==> src/rtl/borrow_skip_subtractor_seq.sv <==
// Sequential a - b - bin, one BLOCK-bit slice per cycle; the borrow bypasses slices where a == b.
// Latency N+1 edges from accepted start to done; start is ignored while busy (no backpressure otherwise).
module borrow_skip_subtractor_seq #(
    parameter int WIDTH = 16,
    parameter int BLOCK = 4
) (
    input  logic                              clk,
    input  logic                              rst_n,
    input  logic                              start,
    input  logic [WIDTH-1:0]                  a,
    input  logic [WIDTH-1:0]                  b,
    input  logic                              bin,
    output logic                              busy,
    output logic                              done,
    output logic [WIDTH-1:0]                  diff,
    output logic                              bout,
    output logic [$clog2(WIDTH/BLOCK):0]      skip_count
);

    localparam int N  = WIDTH / BLOCK;
    localparam int CW = $clog2(N) + 1;
    localparam int IW = (N > 1) ? $clog2(N) : 1;

    typedef enum logic [1:0] {
        IDLE = 2'd0,
        RUN  = 2'd1,
        DONE = 2'd2
    } state_t;

    state_t           state_q, state_d;
    logic [WIDTH-1:0] a_q, b_q, res_q, res_d;
    logic [WIDTH-1:0] diff_q;
    logic             br_q, bout_q;
    logic [IW-1:0]    idx_q;
    logic [CW-1:0]    skip_q, skip_d, skip_cnt_q;

    logic [BLOCK-1:0]       slice_a, slice_b, slice_d;
    logic [WIDTH+BLOCK-1:0] res_cat;
    logic                   br, rip_bout, prop, slice_bout;
    logic                   accept, last;

    assign accept = start && (state_q != RUN);
    assign last   = (idx_q == IW'(N - 1));

    // Operands shift right each cycle, so the active slice is always the low BLOCK bits.
    always_comb begin
        slice_a  = a_q[BLOCK-1:0];
        slice_b  = b_q[BLOCK-1:0];
        slice_d  = '0;
        br       = br_q;
        for (int j = 0; j < BLOCK; j++) begin
            slice_d[j] = slice_a[j] ^ slice_b[j] ^ br;
            br         = (~slice_a[j] & slice_b[j]) | (~(slice_a[j] ^ slice_b[j]) & br);
        end
        rip_bout   = br;
        prop       = &(~(slice_a ^ slice_b));
        slice_bout = prop ? br_q : rip_bout;
        skip_d     = skip_q + CW'(prop);
        res_cat    = {slice_d, res_q};
        res_d      = res_cat[WIDTH+BLOCK-1:BLOCK];
    end

    always_ff @(posedge clk or negedge rst_n) begin
        if (!rst_n) begin
            state_q <= IDLE;
        end else begin
            state_q <= state_d;
        end
    end

    always_comb begin
        state_d = state_q;
        case (state_q)
            IDLE:    if (accept) state_d = RUN;
            RUN:     if (last)   state_d = DONE;
            DONE:    state_d = accept ? RUN : IDLE;
            default: state_d = IDLE;
        endcase
    end

    always_ff @(posedge clk or negedge rst_n) begin
        if (!rst_n) begin
            a_q        <= '0;
            b_q        <= '0;
            br_q       <= 1'b0;
            idx_q      <= '0;
            skip_q     <= '0;
            res_q      <= '0;
            diff_q     <= '0;
            bout_q     <= 1'b0;
            skip_cnt_q <= '0;
        end else if (accept) begin
            a_q    <= a;
            b_q    <= b;
            br_q   <= bin;
            idx_q  <= '0;
            skip_q <= '0;
            res_q  <= '0;
        end else if (state_q == RUN) begin
            a_q    <= a_q >> BLOCK;
            b_q    <= b_q >> BLOCK;
            br_q   <= slice_bout;
            idx_q  <= idx_q + IW'(1);
            skip_q <= skip_d;
            res_q  <= res_d;
            // Visible results move only on the edge that enters DONE.
            if (last) begin
                diff_q     <= res_d;
                bout_q     <= slice_bout;
                skip_cnt_q <= skip_d;
            end
        end
    end

    assign busy       = (state_q == RUN);
    assign done       = (state_q == DONE);
    assign diff       = diff_q;
    assign bout       = bout_q;
    assign skip_count = skip_cnt_q;

endmodule

==> config.mk <==
export PLATFORM = sky130hd
export DESIGN_NAME = borrow_skip_subtractor_seq
export DESIGN_NICKNAME = d
export VERILOG_FILES = /design/src/rtl/borrow_skip_subtractor_seq.sv
export SDC_FILE = /design/constraint.sdc
export NUM_CORES = 1
export LEC_CHECK = 0
export ABC_CLOCK_PERIOD_IN_PS = 2100
export CAP_MARGIN = 20
export CORE_UTILIZATION = 47
export CTS_CLUSTER_SIZE = 16
export DETAILED_ROUTE_END_ITERATION = 10
export PLACE_DENSITY = 0.76
export SYNTH_ARGS = -nofsm -noshare
export SYNTH_HDL_FRONTEND = slang
export SYNTH_SLANG_ARGS = --single-unit
==> constraint.sdc <==
create_clock -name clk -period 2.1 [get_ports clk]
set_input_delay 0.21 -clock clk [delete_from_list [all_inputs] [get_ports clk]]
set_output_delay 0.21 -clock clk [all_outputs]
set_load 0.005 [all_outputs]
==> results of run 1 <==
==> state kept, by name (all words and copies together) (netlist names) <==
register and cells:
a_q 16, b_q 16, bout 1, br_q 1, diff 16, idx_q 2, res_q 12, skip_count 3
skip_q 3, state_q 2
==> critical path: stages, from the launching register on <==
cell	delay, ns
dfrtp_1	0.39
inv_2	0.07
fa_2	0.21
inv_2	0.04
fa_2	0.33
fa_2	0.35
fa_2	0.43
mux2_4	0.27
==> metrics by stage <==
step                      setup TNS [ns]  setup WS, ns
after floorplan                  -0.0301       -0.0301
after global placement           -0.0630       -0.0630
after detailed placement          -0.167        -0.135
after CTS                         -0.127        -0.104
after global routing              -0.482        -0.206
final                             -0.121        -0.102
==> layer usage <==
metal  vias to the layer above  wire, um  track usage (%)
li1                       1074         -                -
met1                      1031      2770             24.4
met2                        47      2940             30.2
met3                         9       234             4.04
met4                         0       108             7.73
met5                         -         0                0
==> timing repair <==
action	CTS	global route
setup endpoints to repair	3	4
hold buffers	1	0
endpoints found under the hold margin	34	0
gates resized for setup	1	4
==> kinds of logic after synthesis <==
| group | count (synthesis) | share of synthesized area [%] |
|---|---|---|
| buf+inv | 29 | 5.34 |
| simple gates | 72 | 9.36 |
| flops | 72 | 54.6 |
| xor+xnor | 1 | 0.265 |
| compound gates | 45 | 7.01 |
| mux | 53 | 18.4 |
| fa+ha+maj | 11 | 5.08 |
==> layout make-up <==
class                           count  area (sq um)  area share, %
Clock buffer                       11           141           3.37
Clock inverter                      5          80.1           1.91
Multi-Input combinational cell    182          1340           31.9
Sequential cell                    72          1800           43.0
Timing Repair Buffer               68           661           15.8
Inverter                           13          51.3           1.22
Tap cell                           96           120           2.86
==> worst min-delay path by stage <==
stage           from  endpoint  slack, ns
2_1_floorplan  rst_n    a_q[0]      -0.09
3_3_place_gp   rst_n   diff[1]       0.19
3_5_place_dp   rst_n   diff[4]       0.19
4_1_cts        start    a_q[9]       0.31
5_1_grt        start    a_q[4]       0.36
6_report       start    a_q[5]       0.32
==> power by group <==
| group | total (mW) | switching, mW | internal [mW] | leakage (nW) |
|---|---|---|---|---|
| sequential | 2.33 | 0.369 | 1.96 | 0.926 |
| clock | 1.21 | 0.509 | 0.700 | 0.106 |
| combinational | 2.30 | 1.06 | 1.24 | 0.973 |
==> placed cells by master, fill, tap and decap left out, types with 3 or more instances in the layout <==
cell and count:
mux2_4 14, inv_2 3, nand2_1 56, ha_1 7, fa_2 4, buf_4 10
mux2_2 5, mux2i_1 34, clkdlybuf4s50_1 55, clkbuf_8 10, nor2_1 8, inv_1 9
dfrtp_1 72, o21ai_1 12, o21ai_0 31
==> flow_summary_export.csv, run 1 <==
group,metric,value,unit
run_status,status,"finished, violations left",
run_status,violations,"setup timing",
floorplan,top_level_ports,58,
synth,syn_area_per_cell,11.7,sq um
synth,synth_fp_nets,330,
synth,ys_types,26,
placed_design,io_buffer_count,57,
worst_setup_path,cp.required,2.33,ns
synth,synthTopCellsByCount,"72 x dfrtp_1, 56 x nand2_1, 34 x mux2i_1",
synth,synth_top_area_share,54.6,%
routing,wl,6050,um
timing,maxSlewViolCount,0,
synth,yosys_warnings,0,
timing,rsz0062_at_grt,"true",
synth,synth.most_common_cell,"dfrtp_1",
synth,yosysTopAreaCell,"dfrtp_1",
grt,grt_pass1_vias,2216,
worst_setup_path,cp.arrival,2.43,ns
routing,viasPerCell,4.83,
floorplan,die_w,85.8,um
worst_setup_path,r2r_slack,-0.10,ns
placed_design,gp_congestion,0.812,
timing,max_freq,0.454,GHz
clock_network,cts_max_path_buffers,2,
routing,drtIter0Drc,83,
final_layout,fill_cells,580,
timing,final_hold_viol_count,0,
flow_run,drv_cap,0,
clock_network,cts_buffers,9,
placed_design,dpl.cell_count,430,
floorplan,die_area,7360,sq um
synth,ys_seq_area_share,54.6,%
clock_network,cts_htree_levels,3,
floorplan,num_rows,30,
timing,worst_slew_pin_slew,0.464,ns
final_layout,layout.nets,393,
power,vdd.ir_drop.worst,969,uV
grt,grt_start_max_net_pins,37,
worst_setup_path,rr_worst_depth,7,
worst_setup_path,crit_type,"reg2reg",
grt,antenna_found_initial,0,
timing,fin_skew,0.00791,ns
timing,setup_ws,-0.102,ns
worst_setup_path,end_kind,"flop",
routing,routedWlPerCell,13.5,um
placed_design,hpwl,4270,um
clock_network,cts_root_buf,"clkbuf_8",
worst_setup_path,worstSetupStartpointType,"flop",
clock_network,cts_setup_buffers,0,
final_layout,final_core_util,61.7,%
placed_design,place_area,3950,sq um
final_layout,syn2layout_area_growth,27.0,%
synth,synth_edf_count,0,
routing,firstDrtPassIters,4,
clock_network,path_clk_slew,0.07,ns
final_layout,final_area,4190,sq um
floorplan,core_area,6790,sq um
final_layout,antenna_cells,0,
timing,finalCritPeriodShare,105,%
clock_network,cts_tree,"yes",
synth,ys.flop_type,"dfrtp_1",
worst_setup_path,crit_start,"a_q[0]",
hold_path,min_path_cells,3,
final_layout,drive_gt1_share,16.2,%
hold_path,hold_path.class,"in2reg",
timing,setup_violations,2,
worst_setup_path,r2r-start,"a_q[0]",
power,p_total,5.84,mW
routing,routed-via-count,2161,
floorplan,die_h,85.8,um
clock_network,clk_latency,0.34,ns
power,power_density,1390,nW/um^2
timing,max_slew_margin,69.1,%
timing,whs,0.319,ns
floorplan,start_util,48.6,%
clock_network,clkSinkCount,72,
worst_setup_path,timing.rr.end,"diff[15]",
synth,netlist_instances,283,
worst_setup_path,path_max_fanout,2,
timing,post-route-min-period,2.20,ns
final_layout,layout.cells.non_filler,447,
synth,async_reset_ff_share,100,%
grt,grtUsageTotal,18.6,%
synth,syn_area,3300,sq um
grt,grt_overflow,0,
power,p_leak,2.00,nW
routing,ant_nets,0,
synth,synth_seq_cells,72,
worst_setup_path,worstSetupEndpoint,"diff[15]",
synth,synth_area_leaders,"dfrtp_1 55%, mux2i_1 10%, mux2_4 6.4%",
grt,grt_pass1_wl,10600,um
routing,drc,0,
Note: power is estimated with default switching activity, not from simulation.
==> run 2, diff against run 1 <==
--- a/config.mk
+++ b/config.mk
@@ -5,12 +5,12 @@
 export SDC_FILE = /design/constraint.sdc
 export NUM_CORES = 1
 export LEC_CHECK = 0
-export ABC_CLOCK_PERIOD_IN_PS = 2100
+export ABC_CLOCK_PERIOD_IN_PS = 2300
 export CAP_MARGIN = 20
-export CORE_UTILIZATION = 47
+export CORE_UTILIZATION = 52
 export CTS_CLUSTER_SIZE = 16
 export DETAILED_ROUTE_END_ITERATION = 10
-export PLACE_DENSITY = 0.76
+export PLACE_DENSITY = 0.8
 export SYNTH_ARGS = -nofsm -noshare
 export SYNTH_HDL_FRONTEND = slang
 export SYNTH_SLANG_ARGS = --single-unit
==> constraint.sdc (replaced) <==
create_clock -name clk -period 2.3 [get_ports clk]
set_input_delay 0.23 -clock clk [delete_from_list [all_inputs] [get_ports clk]]
set_output_delay 0.23 -clock clk [all_outputs]
set_load 0.005 [all_outputs]
==> flow_summary_export.csv, run 2 (synthesis gave the netlist of run 1 again) <==
group,metric,value,unit
run_status,status,"complete, no violations",
floorplan,die_h,81.7,um
timing,maxSlewViolCount,0,
floorplan,start_util,54.8,%
worst_setup_path,max_stage_delay,0.46,ns
grt,grt_overflow,0,
floorplan,top_level_ports,58,
timing,worst_slew_pin_slew,0.500,ns
routing,drc,0,
final_layout,seq_area,1800,sq um
floorplan,core_area,6030,sq um
final_layout,layout.cells.non_filler,420,
routing,ant_nets,0,
floorplan,die_w,81.7,um
clock_network,cts_setup_buffers,0,
worst_setup_path,crit_family,"adder cells",
floorplan,num_rows,28,
power,power_density,1250,nW/um^2
grt,antenna_found_initial,0,
placed_design,dpl.cell_count,403,
placed_design,pre_cts_slack,-0.0452,ns
clock_network,cts_htree_levels,3,
final_layout,drive_gt1_share,13.3,%
final_layout,final_common_cell,"dfrtp_1",
timing,max_slew_margin,66.6,%
routing,wl,5790,um
routing,routed-via-count,2213,
timing,fin_skew,0.0118,ns
timing,max_freq,0.449,GHz
worst_setup_path,timing.critical_path.cells,"inv_2 -> fa_1 -> inv_1 -> fa_2 -> fa_2 -> fa_1 -> mux2_4",
final_layout,layout.nets,387,
placed_design,gp_congestion,0.725,
grt,grtUsageTotal,20.0,%
timing,final_hold_viol_count,0,
floorplan,die_area,6670,sq um
worst_setup_path,worstPathBufferInverterCount,2,
worst_setup_path,path_max_fanout,2,
grt,grt_start_max_net_pins,73,
grt,grt_pass1_vias,2095,
timing,finalCritPeriodShare,96.9,%
flow_run,drv_cap,0,
timing,setup_ws,0.0718,ns
worst_setup_path,cp.arrival,2.45,ns
clock_network,cts_buffers,9,
routing,viasPerCell,5.27,
worst_setup_path,critical_path.slowest_cell,"fa_1",
clock_network,clk_latency,0.34,ns
routing,drtIter0Drc,103,
worst_setup_path,cp.required,2.52,ns
clock_network,cts_root_buf,"clkbuf_8",
final_layout,fill_cells,465,
timing,post-route-min-period,2.23,ns
worst_setup_path,worstSetupStartpointType,"flop",
final_layout,multi_input_area,1330,sq um
timing,rsz0062_at_grt,"false",
clock_network,path_clk_slew,0.08,ns
clock_network,cts_max_path_buffers,2,
timing,tns,0,ns
timing,whs,0.432,ns
routing,routedWlPerCell,13.8,um
clock_network,clkSinkCount,72,
final_layout,final_core_util,67.8,%
timing,setup_violations,0,
power,p_leak,1.96,nW
worst_setup_path,crit_type,"reg2reg",
grt,grt_pass1_wl,9810,um
hold_path,hold_path.class,"in2async",
worst_setup_path,end_kind,"flop",
power,vdd.ir_drop.worst,830,uV
clock_network,cts_tree,"yes",
final_layout,antenna_cells,0,
final_layout,syn2layout_area_growth,23.8,%
placed_design,hpwl,3900,um
routing,firstDrtPassIters,5,
placed_design,io_buffer_count,57,
final_layout,final_cell_mix,"72 x dfrtp_1, 56 x nand2_1, 55 x clkdlybuf4s50_1",
==> run 2: final timing paths <==
path | depth (start not counted) | slack (ns) | end | start
worst min-delay path | 3 | 0.43 | res_q[5] | rst_n
max in group asynchronous | 3 | 1.56 | skip_q[0] | rst_n
worst min register to register | 2 | 0.48 | b_q[2] | b_q[6]
worst max register to register | 7 | 0.07 | diff[15] | a_q[0]
min in group clk | 3 | 0.45 | a_q[4] | start
worst max-delay path | 7 | 0.07 | diff[15] | a_q[0]
==> run 2: worst min-delay path, stage by stage <==
cell	delay (ns)
dlygate4sd3_1	0.51
buf_2	0.12
buf_12	0.32
==> run 2: through the flow <==
stage | power [mW] | cell area (sq um)
after floorplan | 3.48 | 3300
after global placement | 4.02 | 3870
after detailed placement | 4.14 | 3870
after CTS | 5.15 | 4090
after global routing | 5.52 | 4090
final | 5.11 | 4090
==> run 2: routing by layer <==
layer / GRT usage, % / routed length (um)
met1: 25.7 / 2610
met2: 30.8 / 2700
met3: 8.44 / 387
met4: 6.32 / 84
met5: 0 / 0
==> run 2: area by class of cell <==
type / count / share of cell area (%)
inverter: 13 / 1.25
sequential: 72 / 44.1
multi-input combinational: 182 / 32.5
tap: 75 / 2.30
clock inverter: 4 / 1.32
clock buffer: 12 / 3.55
timing repair buffer: 62 / 15.0
==> run 2: timing repair <==
| item | CTS | global route |
|---|---|---|
| endpoints found under the hold margin | 72 | 0 |
| setup endpoints to repair | 1 | 1 |
| hold buffers | 1 | 0 |
| resized for setup | 2 | 1 |
==> run 2: where the power goes <==
part	internal (mW)	switching (mW)	leakage, nW
Clock	0.533	0.459	0.0928
Sequential	1.79	0.346	0.926
Combinational	1.05	0.928	0.945
Total	3.38	1.73	1.96
==> run 3, diff against run 2 <==
--- a/config.mk
+++ b/config.mk
@@ -5,7 +5,6 @@
 export SDC_FILE = /design/constraint.sdc
 export NUM_CORES = 1
 export LEC_CHECK = 0
-export ABC_CLOCK_PERIOD_IN_PS = 2300
 export CAP_MARGIN = 20
 export CORE_UTILIZATION = 52
 export CTS_CLUSTER_SIZE = 16
==> results of run 3 <==
The final DEF is identical to that of run 2; final timing and power are the same.
==> patch 1: new RTL, flow settings as in run 3 <==
Re-encode `state_t` (3 states) as one-hot, 3 bits wide.
--- a/src/rtl/borrow_skip_subtractor_seq.sv
+++ b/src/rtl/borrow_skip_subtractor_seq.sv
@@ -23,6 +23,6 @@
 
-    typedef enum logic [1:0] {
-        IDLE = 2'd0,
-        RUN  = 2'd1,
-        DONE = 2'd2
+    typedef enum logic [2:0] {
+        IDLE = 3'b001,
+        RUN  = 3'b010,
+        DONE = 3'b100
     } state_t;
Function: same outputs for any inputs over 10 cycles, from zero or initial values and one cycle with rst_n low; not proved beyond that.
==> patch 1 against run 3 <==
Setup slack got worse by 1.9 ps. Highest routed layer unchanged. Clock skew is 1.5 ps lower. Wire length rose by 4.7%. Largest power group unchanged. Via count up 0.27%. First-iteration DRC count increased by 25%. Power fell by 16%. Cell area rose by 2.3%. Sequential cell count rose by 1. Non-clock buffer count is 3 higher. Synthesized area barely moved. Largest cell class unchanged.
==> patch 1: results (changes against run 3) <==
| Metric | Value |
|---|---|
| Result of the run | finished, final reports clean (unchanged) |
| Top cells by area, synth | dfrtp_1 55%, mux2i_1 10%, nand2_1 6.4% (was dfrtp_1 55%, mux2i_1 10%, mux2_4 6.4%) |
| First-pass GRT wire length | 10.3 mm (was 9.81 mm) |
| Relative slew slack | 38.8% (was 66.6%) |
| Wire length per cell | 14.2 um (was 13.8 um) |
| Clock buffers | 10 (was 12) |
| GR Layer Usage met3 | 6.22% (was 8.44%) |
| Yosys cell types | 29 (was 26) |
| NonClk Buf Share | 15.5% (was 15.0%) |
| Total nets after synthesis | 337 (was 330) |
| Clock Network Area Fraction | 5.80% (was 4.87%) |
| Register area share after synthesis | 55.3% (was 54.6%) |
| Met2 Usage GRT | 33.3% (was 30.8%) |
| F_max | 448 MHz (was 449 MHz) |
| Multi-input logic area | 1330 um2 (about the same) |
| Clk_skew | 10.4 ps (was 11.8 ps) |
| Filler cell count | 470 (was 465) |
| Final design area excluding fillers | 4180 um2 (was 4090 um2) |
| GR Util met1 | 26.7% (was 25.7%) |
| Dpl hpwl | 3.96 mm (was 3.90 mm) |
| Hold Slack | 17.5 ps (was 432 ps) |
| Sequential cells | 73 (was 72) |
| Fraction of area in registers | 43.7% (was 44.1%) |
| Number of non-clock inverters | 11 (was 13) |
| Final nets | 394 (was 387) |
| Synth cell count leaders | 72 x dfrtp_1, 56 x nand2_1, 34 x mux2i_1, 32 x o21ai_0, 17 x nand3b_1 (was 72 x dfrtp_1, 56 x nand2_1, 34 x mux2i_1, 32 x o21ai_0, 14 x mux2_4) |
| Slowest cell on the critical path | fa_1 (unchanged) |
| Bufs w/o clock | 65 (was 62) |
| GP Congestion | 0.779 (was 0.725) |
| Die X | 81.7 um (about the same) |
| Leakage | 1.95 nW (was 1.96 nW) |
| DP Cell Count | 408 (was 403) |
| H-tree levels | 3 (unchanged) |
| WL met2 | 2.95 mm (was 2.70 mm) |
| Pre-CTS setup slack | -0.257 ps (was -45.2 ps) |
| Fin cells | 427 (was 420) |
| Share of cells above drive strength 1 | 13.6% (was 13.3%) |
| Synthesized area per cell | 11.4 um2 (was 11.7 um2) |
| DRT Pass-1 Iters | 4 (was 5) |
| Placed cell areas | 3910 um2 (was 3870 um2) |
| M1 WL | 2.73 mm (was 2.61 mm) |
| DRT iter0 DRCs | 129 (was 103) |
| Routed length on met3 | 295 um (was 387 um) |
| Tot GR Track Use | 20.8% (was 20.0%) |
| Multi-input gates | 187 (was 182) |
| Vias | 2,219 (was 2,213) |
| Worst VDD drop | 0.544 mV (was 0.830 mV) |
| CP max stage delay | 440 ps (was 460 ps) |
-- patch 1: cell types whose count changed in the layout (fill, tap and decap cells not counted), sizes merged, moves of 2 or more --
cell	change
nand3	-3
bufinv	+2
clkbuf	-2
o21ai	-11
mux2	-2
nand3b	+16
buf	+4
-- patch 1: critical path, delay by kind of cell, from the launching register on --
| family | cells | cell delay [ps] |
|---|---|---|
| mux | 1 | 270 |
| buf+inv | 2 | 140 |
| flops | 1 | 340 |
| fa+ha+maj | 4 | 1380 |
-- patch 1: cell families after synthesis --
kind of cell / Yosys count / share of synthesized area (%)
XOR/XNOR: 1 / 0.265
AO/OA/AOI/OAI: 36 / 5.68
buffers and inverters: 30 / 4.70
adder cells (fa/ha/maj): 11 / 5.08
flip-flops: 73 / 55.3
AND/OR/NAND/NOR: 88 / 12.8
multiplexers: 51 / 16.1
-- patch 1: how the worst min path moves through the flow --
stage           from                   endpoint  depth (start not counted)
6_report       rst_n  skip_count[0]$_DFFE_PN0P_                          1
3_5_place_dp   rst_n        diff[4]$_DFFE_PN0P_                          1
4_1_cts        rst_n  skip_count[0]$_DFFE_PN0P_                          1
3_3_place_gp   rst_n     state_q[1]$_DFFE_PN0P_                          1
2_1_floorplan  rst_n         a_q[0]$_DFFE_PN0P_                          0
5_1_grt        rst_n  skip_count[0]$_DFFE_PN0P_                          1
-- patch 1: what timing repair did --
action	CTS	global route
pin swaps	0	2
setup endpoints to repair	1	1
gates resized for setup	0	4
setup buffers	1	2
-- patch 1: power by group --
| part | leakage, nW | switching (W) | internal [W] |
|---|---|---|---|
| Combinational | 0.915 | 0.000577 | 0.000586 |
| Clock | 0.117 | 0.000484 | 0.000727 |
| Sequential | 0.916 | 0.000266 | 0.00167 |
| Total | 1.95 | 0.00133 | 0.00298 |
==> patch 2: new RTL, config.mk and constraints of run 3 <==
Made on the original files. `WIDTH`: 16 -> 32.
--- a/src/rtl/borrow_skip_subtractor_seq.sv
+++ b/src/rtl/borrow_skip_subtractor_seq.sv
@@ -3,3 +3,3 @@
 module borrow_skip_subtractor_seq #(
-    parameter int WIDTH = 16,
+    parameter int WIDTH = 32,
     parameter int BLOCK = 4
Interface: changed (resized a, b, diff and skip_count); port bits go from 58 to 107. No check against the original RTL was run, so the function may have changed too.
==> patch 2 against run 3 <==
Setup slack improved by 18 ps. Sequential cell count increased by 67. Worst hold slack got worse by 77 ps. Wire length grew 110%. Via count up 92%. Critical path type unchanged. Cell area grew 91%. Synthesized area rose by 83%. Power increased by 97%.
==> patch 2: results (changes against run 3) <==
| Metric | Value |
|---|---|
| Compound-Gate Fraction of Synth Area | 8.35% (was 7.01%) |
| Slew @ Worst Pin | 501 ps (was 500 ps) |
| Met2 Usage GRT | 36.5% (was 30.8%) |
| Share of cells above drive strength 1 | 12.2% (was 13.3%) |
| Vias | 4,245 (was 2,213) |
| NetSw | 0.00316 W (was 0.00173 W) |
| Xor/xnor cell area share of the yosys netlist | 0.290% (was 0.265%) |
| Clock Tree Root | clkbuf_16 (was clkbuf_8) |
| WL met2 | 6.05 mm (was 2.70 mm) |
| H-tree levels | 4 (was 3) |
| Dpl hpwl | 8.24 mm (was 3.90 mm) |
| GR Layer Usage met3 | 7.65% (was 8.44%) |
| Register area share after synthesis | 57.6% (was 54.6%) |
| Worst skew pair latency | 420 ps (was 340 ps) |
| DP Cell Count | 761 (was 403) |
| Synth cell count leaders | 139 x dfrtp_1, 125 x nand2_1, 90 x o21ai_0, 66 x mux2i_1, 33 x mux2_2 (was 72 x dfrtp_1, 56 x nand2_1, 34 x mux2i_1, 32 x o21ai_0, 14 x mux2_4) |
| DRT Pass-1 Iters | 4 (was 5) |
| GR Util met1 | 25.9% (was 25.7%) |
| IO Port Bufs | 106 (was 57) |
| GP Congestion | 0.796 (was 0.725) |
| Top cells by area, synth | dfrtp_1 58%, mux2i_1 11%, nand2_1 7.8% (was dfrtp_1 55%, mux2i_1 10%, mux2_4 6.4%) |
| Power Density | 1290 nW/um2 (was 1250 nW/um2) |
| Total nets after synthesis | 622 (was 330) |
| Result of the run | finished, final reports clean (unchanged) |
| Data arrival, critical path | 2520 ps (was 2450 ps) |
| Pin count of the biggest net entering global routing | 74 (was 73) |
| P_clk | 0.00280 W (was 0.000992 W) |
| Final nets | 722 (was 387) |
| Tot GR Track Use | 22.0% (was 20.0%) |
| Mux share of post-synthesis cell area | 17.3% (was 18.4%) |
| M1 WL | 5.13 mm (was 2.61 mm) |
| Wire length per cell | 15.3 um (was 13.8 um) |
| Routed length on met3 | 757 um (was 387 um) |
| Yosys cell types | 32 (was 26) |
| Fin cells | 795 (was 420) |
-- patch 2: timing repair --
item / 4_1_cts / 5_1_grt
endpoints found under the hold margin: 51 / 0
resized for setup: 3 / 1
setup endpoints to repair: 2 / 3
hold buffers: 1 / 0
buffers inserted: 1 / 0
-- patch 2: final cells by class --
cell class              instances  area, um2
clock buffers                  20        437
clock inverters                12        173
fillers                       808       3250
inverters                      12       47.5
multi-input cells             354       2310
flip-flops and latches        139       3480
well taps                     140        175
repair buffers                118       1200
-- patch 2: metrics by stage --
stage | hold slack, ps | setup WS (ps) | utilization, % | area (um2) | TNS, ps
5_1_grt | 388 | 5.77 | 70.6 | 7820 | 0
6_report | 355 | 90.0 | 70.6 | 7820 | 0
4_1_cts | 351 | 32.0 | 70.6 | 7820 | 0
2_1_floorplan | -65.6 | 77.3 | - | 6040 | 0
3_3_place_gp | 213 | 30.6 | 64.9 | 7190 | 0
3_5_place_dp | 217 | -59.4 | 64.9 | 7190 | -108
-- patch 2: path summary, 6_finish.rpt --
| path | startpoint | to | slack (ps) |
|---|---|---|---|
| min in group clk | start | a_q[29]$_DFFE_PN0P_ | 360 |
| max reg2reg | a_q[0]$_DFFE_PN0P_ | diff[31]$_DFFE_PN0P_ | 90 |
| max | a_q[0]$_DFFE_PN0P_ | diff[31]$_DFFE_PN0P_ | 90 |
| max in group asynchronous | rst_n | res_q[22]$_DFFE_PN0P_ | 1230 |
| min | rst_n | a_q[31]$_DFFE_PN0P_ | 360 |
| min reg2reg | a_q[24]$_DFFE_PN0P_ | a_q[20]$_DFFE_PN0P_ | 480 |
